### config.mk
export PLATFORM = sky130hd
export DESIGN_NAME = md_format_decoder_pipe
export DESIGN_NICKNAME = d
export VERILOG_FILES = /design/src/rtl/power_decode_pkg.sv /design/src/rtl/md_lane_decode.sv /design/src/rtl/md_format_decoder_pipe.sv
export SDC_FILE = /design/constraint.sdc
export NUM_CORES = 1
export LEC_CHECK = 0
export ABC_AREA = 1
export CELL_PAD_IN_SITES_DETAIL_PLACEMENT = 0
export CELL_PAD_IN_SITES_GLOBAL_PLACEMENT = 2
export CORE_MARGIN = 2
export CORE_UTILIZATION = 25
export DETAILED_ROUTE_END_ITERATION = 10
export PLACE_DENSITY_LB_ADDON = 0.1
export SKIP_CTS_REPAIR_TIMING = 1
export SLEW_MARGIN = 25
export SYNTH_ARGS = -nofsm -noshare
export SYNTH_HDL_FRONTEND = slang
export SYNTH_SLANG_ARGS = --single-unit
### constraint.sdc
create_clock -name clock_i -period 2.08 [get_ports clock_i]
set_clock_uncertainty 0.15 [all_clocks]
set_input_delay 0.624 -clock clock_i [delete_from_list [all_inputs] [get_ports clock_i]]
set_output_delay 0.624 -clock clock_i [all_outputs]
set_load 0.005 [all_outputs]
### src/rtl/power_decode_pkg.sv
// Shared PowerISA decode constants: primary opcode, MD/MDS op codes, XO values
// and instruction field positions (LSB-0 positions of the IBM-numbered fields).
package power_decode_pkg;

    localparam logic [5:0] MD_OPCODE = 6'd30;

    typedef enum logic [2:0] {
        OP_RLDICL = 3'd0,
        OP_RLDICR = 3'd1,
        OP_RLDIC  = 3'd2,
        OP_RLDIMI = 3'd3,
        OP_RLDCL  = 3'd4,
        OP_RLDCR  = 3'd5,
        OP_NONE   = 3'd7
    } md_op_e;

    // MD forms use a 3-bit XO; MDS forms extend it by instr[30] to 4 bits.
    localparam logic [2:0] XO3_RLDICL = 3'd0;
    localparam logic [2:0] XO3_RLDICR = 3'd1;
    localparam logic [2:0] XO3_RLDIC  = 3'd2;
    localparam logic [2:0] XO3_RLDIMI = 3'd3;
    localparam logic [3:0] XO4_RLDCL  = 4'd8;
    localparam logic [3:0] XO4_RLDCR  = 4'd9;

    // IBM bit i of a 32-bit word sits at LSB-0 position 31-i.
    localparam int OPCODE_LSB = 26;
    localparam int RS_LSB     = 21;
    localparam int RA_LSB     = 16;
    localparam int RB_LSB     = 11;
    localparam int MB_LSB     = 6;
    localparam int MB_HI_BIT  = 5;
    localparam int XO3_LSB    = 2;
    localparam int XO4_LSB    = 1;
    localparam int SH_HI_BIT  = 1;
    localparam int RC_BIT     = 0;

    function automatic logic is_md_xo3(input logic [2:0] xo3);
        return (xo3 == XO3_RLDICL) || (xo3 == XO3_RLDICR) ||
               (xo3 == XO3_RLDIC)  || (xo3 == XO3_RLDIMI);
    endfunction

endpackage

### src/rtl/md_lane_decode.sv
// One-lane MD/MDS decoder: purely combinational, one instruction in and one
// lane of extracted fields out; lanes not owned by this format decode to zero.
module md_lane_decode
    import power_decode_pkg::*;
#(
    parameter int INSTR_WIDTH = 32,
    parameter int REG_WIDTH   = 5,
    parameter int SHMB_WIDTH  = 6,
    parameter int OP_WIDTH    = 3
) (
    input  logic [INSTR_WIDTH-1:0] instr,
    input  logic                   lane_valid,
    output logic                   valid,
    output logic                   illegal,
    output logic [OP_WIDTH-1:0]    op,
    output logic [REG_WIDTH-1:0]   rs,
    output logic [REG_WIDTH-1:0]   ra,
    output logic [REG_WIDTH-1:0]   rb,
    output logic [SHMB_WIDTH-1:0]  sh,
    output logic [SHMB_WIDTH-1:0]  mbe,
    output logic                   rc
);

    logic [5:0] opcode;
    logic [2:0] xo3;
    logic [3:0] xo4;
    logic       owned;

    assign opcode = instr[OPCODE_LSB +: 6];
    assign xo3    = instr[XO3_LSB +: 3];
    assign xo4    = instr[XO4_LSB +: 4];
    assign owned  = lane_valid && (opcode == MD_OPCODE);

    // MD ops carry a split shift amount in place of RB; MDS ops carry RB and no shift.
    always_comb begin
        valid   = 1'b0;
        illegal = 1'b0;
        op      = OP_WIDTH'(OP_NONE);
        rs      = '0;
        ra      = '0;
        rb      = '0;
        sh      = '0;
        mbe     = '0;
        rc      = 1'b0;
        if (owned) begin
            if (is_md_xo3(xo3) || (xo4 == XO4_RLDCL) || (xo4 == XO4_RLDCR)) begin
                valid = 1'b1;
                rs    = instr[RS_LSB +: REG_WIDTH];
                ra    = instr[RA_LSB +: REG_WIDTH];
                mbe   = {instr[MB_HI_BIT], instr[MB_LSB +: SHMB_WIDTH-1]};
                rc    = instr[RC_BIT];
                if (is_md_xo3(xo3)) begin
                    op = OP_WIDTH'(xo3);
                    sh = {instr[SH_HI_BIT], instr[RB_LSB +: SHMB_WIDTH-1]};
                end else begin
                    op = (xo4 == XO4_RLDCL) ? OP_WIDTH'(OP_RLDCL) : OP_WIDTH'(OP_RLDCR);
                    rb = instr[RB_LSB +: REG_WIDTH];
                end
            end else begin
                illegal = 1'b1;
            end
        end
    end

endmodule

### src/rtl/md_format_decoder_pipe.sv
// Multi-lane pipelined MD/MDS decoder: per-lane combinational decode into a
// main output register backed by a skid register, plus saturating statistics.
module md_format_decoder_pipe
    import power_decode_pkg::*;
#(
    parameter int LANES       = 2,
    parameter int INSTR_WIDTH = 32,
    parameter int REG_WIDTH   = 5,
    parameter int SHMB_WIDTH  = 6,
    parameter int OP_WIDTH    = 3,
    parameter int CNT_WIDTH   = 16
) (
    input  logic                          clock_i,
    input  logic                          reset_n_i,
    input  logic                          in_valid_i,
    output logic                          in_ready_o,
    input  logic [LANES*INSTR_WIDTH-1:0]  instr_i,
    input  logic [LANES-1:0]              lane_valid_i,
    output logic                          out_valid_o,
    input  logic                          out_ready_i,
    output logic [LANES-1:0]              lane_valid_o,
    output logic [LANES-1:0]              illegal_o,
    output logic [LANES*OP_WIDTH-1:0]     op_o,
    output logic [LANES*REG_WIDTH-1:0]    rs_o,
    output logic [LANES*REG_WIDTH-1:0]    ra_o,
    output logic [LANES*REG_WIDTH-1:0]    rb_o,
    output logic [LANES*SHMB_WIDTH-1:0]   sh_o,
    output logic [LANES*SHMB_WIDTH-1:0]   mbe_o,
    output logic [LANES-1:0]              rc_o,
    output logic [CNT_WIDTH-1:0]          decoded_cnt_o,
    output logic [CNT_WIDTH-1:0]          illegal_cnt_o
);

    localparam int LW = 2 + OP_WIDTH + 3*REG_WIDTH + 2*SHMB_WIDTH + 1;
    localparam int BW = LANES * LW;
    localparam int PW = $clog2(LANES + 1);

    logic [BW-1:0] dec_bundle;
    logic [BW-1:0] main_data;
    logic [BW-1:0] skid_data;
    logic          main_valid;
    logic          skid_valid;
    logic          accept;
    logic          drain;

    for (genvar k = 0; k < LANES; k++) begin : g_lane
        logic                  l_valid;
        logic                  l_illegal;
        logic [OP_WIDTH-1:0]   l_op;
        logic [REG_WIDTH-1:0]  l_rs;
        logic [REG_WIDTH-1:0]  l_ra;
        logic [REG_WIDTH-1:0]  l_rb;
        logic [SHMB_WIDTH-1:0] l_sh;
        logic [SHMB_WIDTH-1:0] l_mbe;
        logic                  l_rc;

        md_lane_decode #(
            .INSTR_WIDTH (INSTR_WIDTH),
            .REG_WIDTH   (REG_WIDTH),
            .SHMB_WIDTH  (SHMB_WIDTH),
            .OP_WIDTH    (OP_WIDTH)
        ) u_dec (
            .instr      (instr_i[k*INSTR_WIDTH +: INSTR_WIDTH]),
            .lane_valid (lane_valid_i[k]),
            .valid      (l_valid),
            .illegal    (l_illegal),
            .op         (l_op),
            .rs         (l_rs),
            .ra         (l_ra),
            .rb         (l_rb),
            .sh         (l_sh),
            .mbe        (l_mbe),
            .rc         (l_rc)
        );

        assign dec_bundle[k*LW +: LW] = {l_valid, l_illegal, l_op, l_rs, l_ra,
                                         l_rb, l_sh, l_mbe, l_rc};

        assign {lane_valid_o[k], illegal_o[k],
                op_o[k*OP_WIDTH +: OP_WIDTH],
                rs_o[k*REG_WIDTH +: REG_WIDTH],
                ra_o[k*REG_WIDTH +: REG_WIDTH],
                rb_o[k*REG_WIDTH +: REG_WIDTH],
                sh_o[k*SHMB_WIDTH +: SHMB_WIDTH],
                mbe_o[k*SHMB_WIDTH +: SHMB_WIDTH],
                rc_o[k]} = main_data[k*LW +: LW];
    end

    // Ready depends only on skid occupancy, so it comes straight from a flop.
    assign in_ready_o  = ~skid_valid;
    assign out_valid_o = main_valid;
    assign accept      = in_valid_i & in_ready_o;
    assign drain       = main_valid & out_ready_i;

    always_ff @(posedge clock_i) begin
        if (!reset_n_i) begin
            main_valid <= 1'b0;
            skid_valid <= 1'b0;
            main_data  <= '0;
            skid_data  <= '0;
        end else if (drain) begin
            if (skid_valid) begin
                main_data  <= skid_data;
                skid_valid <= 1'b0;
            end else if (accept) begin
                main_data <= dec_bundle;
            end else begin
                main_valid <= 1'b0;
            end
        end else if (accept) begin
            if (main_valid) begin
                skid_data  <= dec_bundle;
                skid_valid <= 1'b1;
            end else begin
                main_data  <= dec_bundle;
                main_valid <= 1'b1;
            end
        end
    end

    logic [PW-1:0]        legal_pop;
    logic [PW-1:0]        illegal_pop;
    logic [CNT_WIDTH:0]   dec_sum;
    logic [CNT_WIDTH:0]   ill_sum;

    always_comb begin
        legal_pop   = '0;
        illegal_pop = '0;
        for (int k = 0; k < LANES; k++) begin
            legal_pop   = legal_pop + PW'(lane_valid_o[k]);
            illegal_pop = illegal_pop + PW'(illegal_o[k]);
        end
    end

    // One extra sum bit detects overflow so the counters clamp instead of wrapping.
    assign dec_sum = {1'b0, decoded_cnt_o} + (CNT_WIDTH+1)'(legal_pop);
    assign ill_sum = {1'b0, illegal_cnt_o} + (CNT_WIDTH+1)'(illegal_pop);

    always_ff @(posedge clock_i) begin
        if (!reset_n_i) begin
            decoded_cnt_o <= '0;
            illegal_cnt_o <= '0;
        end else if (drain) begin
            decoded_cnt_o <= dec_sum[CNT_WIDTH] ? '1 : dec_sum[CNT_WIDTH-1:0];
            illegal_cnt_o <= ill_sum[CNT_WIDTH] ? '1 : ill_sum[CNT_WIDTH-1:0];
        end
    end

endmodule

==> flow_metrics.env <==
export IMPL_post_dp_hpwl_microns=18500
export IMPL_syn_inst=1064
export IMPL_endpoint="illegal_cnt_o[4]"
export IMPL_nNetsFinal=1371
export IMPL_htreeDepth=4
export IMPL_hold_violations=0
export IMPL_p_per_area_nw_per_um2=677
export IMPL_ys_ff_latch=166
export IMPL_clk_pin_slew_worst_paths_ps=70
export IMPL_remaining_drc_errors=0
export IMPL_drive_above_1_share=0.195
export IMPL_area_growth_pct=52.6
export IMPL_gp_congestion=0.766
export IMPL_cts_sinks=166
export IMPL_required_ps=1310
export IMPL_core_area_sq_um=29800
export IMPL_first_global_vias=7790
export IMPL_antenna_cells=0
export IMPL_crit_start="illegal_cnt_o[4]"
export IMPL_synth_warnings=0
export IMPL_final_cell_mix="a21oi_1 (192), nand2_1 (182), o21ai_0 (123)"
export IMPL_crit_path_start_kind="register"
export IMPL_cp_cell_sequence="clkdlybuf4s50_1"
export IMPL_cts_buffers=17
export IMPL_cpPeakStageDelay_ps=510
export IMPL_fmax_mhz=480
export IMPL_yosysSeqAreaShare=0.437
export IMPL_drtIter0Drc=395
export IMPL_reg2reg_from="main_data[31]"
export IMPL_fp_dieH_microns=178
export IMPL_criticalPathCategory="register to output port"
export IMPL_worst_slack_ps=-4.33
export IMPL_postRouteAntennaNets=0
export IMPL_crit_fanout=4
export IMPL_worstPathArrival_ps=1310
export IMPL_post_route_period_util=1.00
export IMPL_grt_pass1_wl_microns=42000
export IMPL_ff2ff_path_depth=13
export IMPL_grt_max_degree=49
export IMPL_p_leak_nw=5.86
export IMPL_cts_root_buf="clkbuf_16"
export IMPL_path_buf_inv=1
export IMPL_syn_avg_cell_area_sq_um=7.14
export IMPL_place_ws_ps=-438
export IMPL_tightest_slew_ps=449
export IMPL_initial_core_util=0.255
export IMPL_port_buffer_count=169
export IMPL_utilization=0.389
export IMPL_synth_cell_type_count=33
export IMPL_grtUsageTotal=0.169
export IMPL_cp_num_cells=1
export IMPL_min_delay_path_class="register to register"
export IMPL_fillers=3175
export IMPL_violations="negative setup slack"
export IMPL_fin_area_sq_um=11600
export IMPL_fin_setup_tns_ps=-4.33
export IMPL_endpoint_kind="output port"
export IMPL_dieArea_sq_um=31800
export IMPL_viasPerCell=4.62
export IMPL_final_common_cell="a21oi_1"
export IMPL_critPathTopFamily="buffers and inverters"
export IMPL_r2r_end="illegal_cnt_o[10]"
export IMPL_io_pins=170
export IMPL_ir_drop_mv=0.455
export IMPL_first_pass_iters=4
export IMPL_placed_area_sq_um=10400
export IMPL_core_rowCount=63
export IMPL_setup_violations=1
export IMPL_cts_tree="built"
export IMPL_slew_violations=0
export IMPL_die_w_microns=178
export IMPL_synth_nets=1138
export IMPL_clock_latency_ps=430
export IMPL_wl_per_cell_microns=15.7
export IMPL_drv_cap=0
export IMPL_relSlewSlack=0.699
export IMPL_vias=7846
export IMPL_syn_area_sq_um=7600
export IMPL_final_min_clock_period_ps=2080
export IMPL_cts_max_path_buffers=2
export IMPL_totalWireLength_microns=26700
export IMPL_rsz0062_at_grt="yes"
export IMPL_crit_slowest_cell="clkdlybuf4s50_1"
export IMPL_finalPower_w=0.00785
export IMPL_overflow=0
export IMPL_status="finished, violations left"
export IMPL_antenna_found_initial=1
export IMPL_ff2ff_setup_slack_ps=70
[cells in the mapped netlist]
cell type,instances,share of area
nor2_1,77,0.038
nand2_2,2,0.0016
a21oi_1,192,0.13
nor3b_2,1,0.0016
and3_1,1,0.00082
nor3_1,10,0.0066
inv_2,5,0.0025
xnor2_1,2,0.0023
buf_1,1,0.00049
ha_1,2,0.0033
o21ai_0,134,0.088
o21ai_2,1,0.0012
dfxtp_1,166,0.44
or2_2,2,0.0016
nor2_4,4,0.0059
nand2_4,1,0.0015
nand3_1,56,0.037
xor2_1,3,0.0035
o22ai_4,1,0.0026
o31ai_1,2,0.0020
nand2_1,185,0.091
clkbuf_1,31,0.015
fa_1,2,0.0053
nand4_1,41,0.034
nor2_2,5,0.0041
clkinv_2,1,0.00066
buf_2,27,0.018
inv_1,76,0.038
a31oi_1,4,0.0033
buf_6,5,0.0074
buf_4,8,0.0079
nand3b_1,2,0.0020
o21ai_1,14,0.0092
[worst min-delay path: stages (launching register included)]
cell and delay (ps):
dfxtp_1 310, nand2_1 60, a21oi_1 50
[registers in the layout, summed over array words and instances (netlist names)]
register / count
decoded_cnt_o: 16
out_valid_o: 1
skid_valid: 1
skid_data: 66
main_data: 66
illegal_cnt_o: 16
[how the worst min path moves through the flow]
stage / slack [ps] / start / cells past startpoint / endpoint
after detailed placement: 310 / main_data[16] / 2 / main_data[16]
after global placement: 300 / main_data[14] / 2 / main_data[14]
after CTS: 330 / main_data[16] / 2 / main_data[16]
after floorplan: 310 / main_data[13] / 2 / main_data[13]
final: 320 / main_data[61] / 2 / main_data[61]
after global routing: 340 / main_data[16] / 2 / main_data[16]
[per-stage QoR]
stage | hold slack, ps | cells
after floorplan | 310 | 1064
after global placement | 304 | 1656
after detailed placement | 311 | 1656
after CTS | 325 | 1688
after global routing | 337 | 1700
final | 316 | 1700
[area by class of cell]
cell class	instances	area (sq um)	area share
multi-input combinational	744	3710	0.320
sequential	166	3440	0.297
timing repair buffer	286	3010	0.260
tap	390	488	0.0421
clock buffer	17	425	0.0367
inverter	82	314	0.0271
clock inverter	15	201	0.0174
[layer usage]
metal  GRT usage  up-vias  part of all wire
met4      0.0461        2             0.012
met1       0.226     3614              0.48
met2       0.277      140              0.46
met5           0        -           0.00049
li1            -     4069                 -
met3      0.0326       21             0.046
[cells by family (layout without fill, tap and decap cells)]
group,after synthesis,in the layout,share of synthesized area
AND/OR/NAND/NOR,387,387,0.226
AO/OA/AOI/OAI,348,348,0.233
flip-flops,166,166,0.437
buffers and inverters,154,400,0.0896
XOR/XNOR,5,5,0.00576
adder cells (fa/ha/maj),4,4,0.00856
[report_power, final]
part           switching [W]  internal (W)
sequential         0.0000769       0.00331
clock                0.00153       0.00195
combinational       0.000481      0.000506
Note: power is estimated with default switching activity, not from simulation.
